`src/rtl/led_pattern_gen.sv`:
```
// Multi-channel LED driver: a shared prescaler/PWM/blink timebase feeds per-channel
// OFF/ON/BLINK/PWM/BREATHE pattern decoders with registered, polarity-adjusted outputs.
module led_pattern_gen #(
  parameter int CHANNELS   = 2,
  parameter int PRESCALE   = 1048576,
  parameter int PWM_W      = 8,
  parameter int BLINK_W    = 2,
  parameter int ACTIVE_LOW = 1
) (
  input  logic                clk_osc,
  input  logic                reset,
  input  logic                wr_en,
  input  logic [3:0]          wr_ch,
  input  logic [2:0]          wr_mode,
  input  logic [PWM_W-1:0]    wr_duty,
  output logic [CHANNELS-1:0] led,
  output logic                tick,
  output logic                period_end
);

  localparam int                 PRESC_W    = (PRESCALE > 2) ? $clog2(PRESCALE) : 1;
  localparam logic [PRESC_W-1:0] PRESC_LAST = PRESC_W'(PRESCALE - 1);
  localparam logic [PWM_W-1:0]   PWM_MAX    = '1;
  localparam logic [PWM_W-1:0]   PWM_ONE    = PWM_W'(1);
  localparam logic               POLARITY   = (ACTIVE_LOW != 0);

  localparam logic [2:0] MODE_ON      = 3'd1;
  localparam logic [2:0] MODE_BLINK   = 3'd2;
  localparam logic [2:0] MODE_PWM     = 3'd3;
  localparam logic [2:0] MODE_BREATHE = 3'd4;

  logic [PRESC_W-1:0] presc;
  logic [PWM_W-1:0]   pwm_cnt;
  logic [BLINK_W-1:0] blink_cnt;
  logic               tick_int;
  logic               pe_int;

  logic [2:0]         mode  [CHANNELS];
  logic [PWM_W-1:0]   duty  [CHANNELS];
  logic [PWM_W-1:0]   level [CHANNELS];
  logic               dir   [CHANNELS];
  logic [CHANNELS-1:0] lit;

  assign tick_int = (presc == PRESC_LAST);
  assign pe_int   = tick_int && (pwm_cnt == PWM_MAX);

  always_ff @(posedge clk_osc or negedge reset) begin
    if (!reset) begin
      presc      <= '0;
      pwm_cnt    <= '0;
      blink_cnt  <= '0;
      tick       <= 1'b0;
      period_end <= 1'b0;
    end else begin
      presc      <= tick_int ? '0 : presc + 1'b1;
      tick       <= tick_int;
      period_end <= pe_int;
      if (tick_int)
        pwm_cnt <= pwm_cnt + 1'b1;
      if (pe_int)
        blink_cnt <= blink_cnt + 1'b1;
    end
  end

  // A configuration write restarts the breathe ramp and overrides any same-cycle ramp step.
  always_ff @(posedge clk_osc or negedge reset) begin
    if (!reset) begin
      for (int i = 0; i < CHANNELS; i++) begin
        mode[i]  <= '0;
        duty[i]  <= '0;
        level[i] <= '0;
        dir[i]   <= 1'b0;
      end
    end else begin
      for (int i = 0; i < CHANNELS; i++) begin
        if (wr_en && (wr_ch == 4'(i))) begin
          mode[i]  <= wr_mode;
          duty[i]  <= wr_duty;
          level[i] <= '0;
          dir[i]   <= 1'b0;
        end else if ((mode[i] == MODE_BREATHE) && pe_int) begin
          if (!dir[i]) begin
            level[i] <= level[i] + 1'b1;
            if (level[i] == PWM_MAX - 1'b1)
              dir[i] <= 1'b1;
          end else begin
            level[i] <= level[i] - 1'b1;
            if (level[i] == PWM_ONE)
              dir[i] <= 1'b0;
          end
        end
      end
    end
  end

  always_comb begin
    lit = '0;
    for (int i = 0; i < CHANNELS; i++) begin
      case (mode[i])
        MODE_ON:      lit[i] = 1'b1;
        MODE_BLINK:   lit[i] = blink_cnt[BLINK_W-1];
        MODE_PWM:     lit[i] = (pwm_cnt < duty[i]);
        MODE_BREATHE: lit[i] = (pwm_cnt < level[i]);
        default:      lit[i] = 1'b0;
      endcase
    end
  end

  always_ff @(posedge clk_osc or negedge reset) begin
    if (!reset)
      led <= {CHANNELS{POLARITY}};
    else
      led <= lit ^ {CHANNELS{POLARITY}};
  end

endmodule

```
`config.mk`:
```
export PLATFORM = sky130hd
export DESIGN_NAME = led_pattern_gen
export DESIGN_NICKNAME = d
export VERILOG_FILES = /design/src/rtl/led_pattern_gen.sv
export SDC_FILE = /design/constraint.sdc
export NUM_CORES = 1
export LEC_CHECK = 0
export ABC_CLOCK_PERIOD_IN_PS = 2250
export CORE_ASPECT_RATIO = 2
export CORE_MARGIN = 2
export CORE_UTILIZATION = 30
export CTS_BUF_LIST = sky130_fd_sc_hd__clkbuf_4
export CTS_CLUSTER_DIAMETER = 200
export DETAILED_ROUTE_END_ITERATION = 8
export PLACE_DENSITY = 0.47
export SLEW_MARGIN = 20
export SYNTH_ARGS = -nofsm -noshare
export SYNTH_HDL_FRONTEND = slang
export SYNTH_SLANG_ARGS = --single-unit
```
`constraint.sdc`:
```
create_clock -name clk_osc -period 2.25 [get_ports clk_osc]
set_clock_uncertainty 0.1 [all_clocks]
set_input_delay 0.45 -clock clk_osc [delete_from_list [all_inputs] [get_ports clk_osc]]
set_output_delay 0.45 -clock clk_osc [all_outputs]
set_load 0.005 [all_outputs]
```
==> flow_summary.toml <==
[outcome]
status = "finished clean"

[cells_and_area]
fillers = 1479
layout-drive-gt1-share_pct = 13.7
nets = 546
utilization_pct = 36.3
area_delta_synth_final_pct = 19.0
design_area_sq_um = 5040

[floorplanning]
fp.dieH_um = 172
rows = 61
die-area_sq_um = 15100
start_util_pct = 30.5
core_region_area_sq_um = 13900
ios = 22
fp.dieW_um = 88.0

[cts]
clk_pin_slew_ns = 0.16
htree_num_levels = 3
cts_max_path_buffers = 2
cts_tree = "yes"
clock_sinks = 74
numCtsBuffers = 9
clkLatencyLatePin_ns = 0.45
root_buffer = "clkbuf_4"

[timing]
post-route-min-period_ns = 2.18
fin_crit_sh_pct = 96.7
tightest_slew_ns = 0.528
max_slew_margin_pct = 64.5
final-setup-viol-count = 0
setup_ws_ns = 0.0732
timing.fmax_mhz = 459
maxSlewViolCount = 0
finalHoldViolations = 0

[placement]
postPlaceCellArea_sq_um = 4860
io_buffers = 21
place_congestion = 0.834
dp_hpwl_mm = 7.97
dp_worst_setup_slack_ns = -0.0433

[critical_path]
r2r-start = "presc[1]"
reg2regPathDepth = 7
critical_path.max_fanout = 7
worst_ep_required_time_ns = 2.54
worstPathArrival_ns = 2.46
timing.rr.end = "dir[1]"
cp-end-kind = "flip-flop"
cp-start-kind = "flip-flop"
crit_type = "reg -> reg"
rrSetupSlack_ns = 0.07

[synthesis]
synthFlopType = "dfrtp_1"
syn-cell-area_sq_um = 4240
synth_area_leader_cell = "dfrtp_1"
synth_edf_count = 0
synth_seq_cells = 74
netlist_top_cells_area = "dfrtp_1 (43%), ha_1 (11%), xnor2_1 (5.0%)"
yosysSeqAreaShare_pct = 43.8
synthCells = 440
yosysWarningCount = 0
synthTopCellsByCount = "dfrtp_1 (72), nand2_1 (53), ha_1 (38), inv_1 (33), nor2_1 (33)"
synth_most_common_cell = "dfrtp_1"
avgSynthCellArea_sq_um = 9.63
syn_nets = 496
yosysTopAreaCellShare_pct = 42.5
synthArstFlopShare_pct = 100
ys_types = 49

[detailed_routing]
num_vias = 3298
ant_nets = 0
first_iter_violations = 81
wl_per_cell_um = 15.1
drtPass1Iterations = 4
viasPerCell = 4.81
wirelength_mm = 10.4
drc_errors = 0

[pwr]
switching_power_w = 0.000995
switching_share_pct = 31.7
clock_power_share_pct = 27.6
peakVddDrop_v = 0.000186
power_leakage_nw = 2.34
power_frac_comb_pct = 21.1
pwr-share-seq_pct = 51.3
p_int_w = 0.00214
powerDensity_nw_per_um2 = 622

[job]
cap_violations = 0

[grt]
grt_pass1_vias = 3517
antenna_found_initial = 1
grt_use_total_pct = 14.9
grt_pass1_wl_mm = 17.2
grt_max_degree = 47
grt-ovfl-total = 0

[hold_path]
hold_class = "in -> async"
worst max path at each step:
stage | end | start | cells past startpoint | slack, ns
6_report | dir[1] | presc[1] | 7 | 0.07
5_1_grt | dir[1] | presc[1] | 7 | -0.0002
4_1_cts | dir[1] | presc[9] | 6 | 0.05
3_5_place_dp | pwm_cnt[2] | presc[0] | 7 | -0.04
3_3_place_gp | pwm_cnt[2] | presc[0] | 7 | -0.03
2_1_floorplan | level[5] | presc[0] | 6 | 0.18
kinds of logic (layout without fill, tap and decap cells):
family | count (synthesis) | after routing | share of synthesized area [%]
buffers and inverters | 44 | 99 | 3.96
adder cells (fa/ha/maj) | 38 | 38 | 11.2
multiplexers | 8 | 8 | 2.07
AND/OR/NAND/NOR | 175 | 175 | 22.0
flip-flops | 74 | 74 | 43.8
AO/OA/AOI/OAI | 65 | 65 | 9.51
XOR/XNOR | 36 | 36 | 7.44
other | 0 | 1 | 0
layer usage:
metal	global-route usage (%)	vias up	wire length, um
li1	-	1637	-
met1	16.1	1591	3970
met2	27.8	49	5840
met3	2.15	21	246
met4	6.79	0	301
met5	0	-	0
area by class of cell:
cell class | instances | area [sq um] | area share (%)
antenna | 1 | 2.50 | 0.0496
clock buffer | 9 | 67.6 | 1.34
clock inverter | 7 | 68.8 | 1.36
inverter | 33 | 124 | 2.46
multi-input combinational | 322 | 2240 | 44.3
sequential | 74 | 1860 | 36.8
tap | 189 | 236 | 4.69
timing repair buffer | 50 | 453 | 8.98
power groups by stage:
stage               Combinational (W)  Sequential (W)  Clock, W
floorplan                    0.000423         0.00161         0
global placement             0.000657         0.00164         0
detailed placement           0.000673         0.00164         0
CTS                          0.000678         0.00161  0.000898
global route                 0.000764         0.00164  0.000963
finish                       0.000662         0.00161  0.000865
stage by stage:
| step | setup TNS (ns) | hold WS [ns] | std cells | total power, W |
|---|---|---|---|---|
| final | 0 | 0.352 | 685 | 0.00314 |
| after detailed placement | -0.0634 | 0.321 | 665 | 0.00231 |
| after global routing | -0.000171 | 0.378 | 685 | 0.00336 |
| after global placement | -0.0333 | 0.312 | 665 | 0.00230 |
| after floorplan | 0 | 0.0544 | 440 | 0.00203 |
| after CTS | 0 | 0.364 | 682 | 0.00319 |
worst max-delay path, cell delays in order, from the launching register on:
cell and delay [ns]:
dfrtp_1 0.43, ha_4 0.17, nand3_2 0.10, nor4_4 0.44, buf_4 0.22, nand2_4 0.08
or4_1 0.52, nand2_1 0.08
state kept, by name, indices dropped and copies added, names as in the netlist:
name and flops:
blink_cnt 2, dir 2, duty 16, led 2, level 16, mode 6, period_end 1, presc 20
pwm_cnt 8, tick 1
layout by cell type, fill, tap and decap left out, drive strengths merged, types with 3 or more instances in the layout:
cell type / n
nand2: 54
xnor2: 24
dfrtp: 72
nand4: 16
o211ai: 4
inv: 34
nor3: 6
o21ai: 25
nand3: 20
or4: 4
buf: 29
nor4: 8
nor2: 33
and4: 3
clkinvlp: 3
xor2: 12
and2: 3
a21oi: 16
ha: 38
or3b: 4
a21o: 3
nor2b: 4
clkbuf: 9
mux2: 6
and3: 5
clkdlybuf4s50: 20
nand2b: 5
nor3b: 3
repair_timing:
action	in CTS	in global routing
gates resized for setup	1	4
pin swaps	1	1
gates cloned	0	0
hold buffers	1	0
setup buffers	0	2
endpoints found under the hold margin	28	0
setup endpoints to repair	2	3
(Power assumes the default switching activity.)
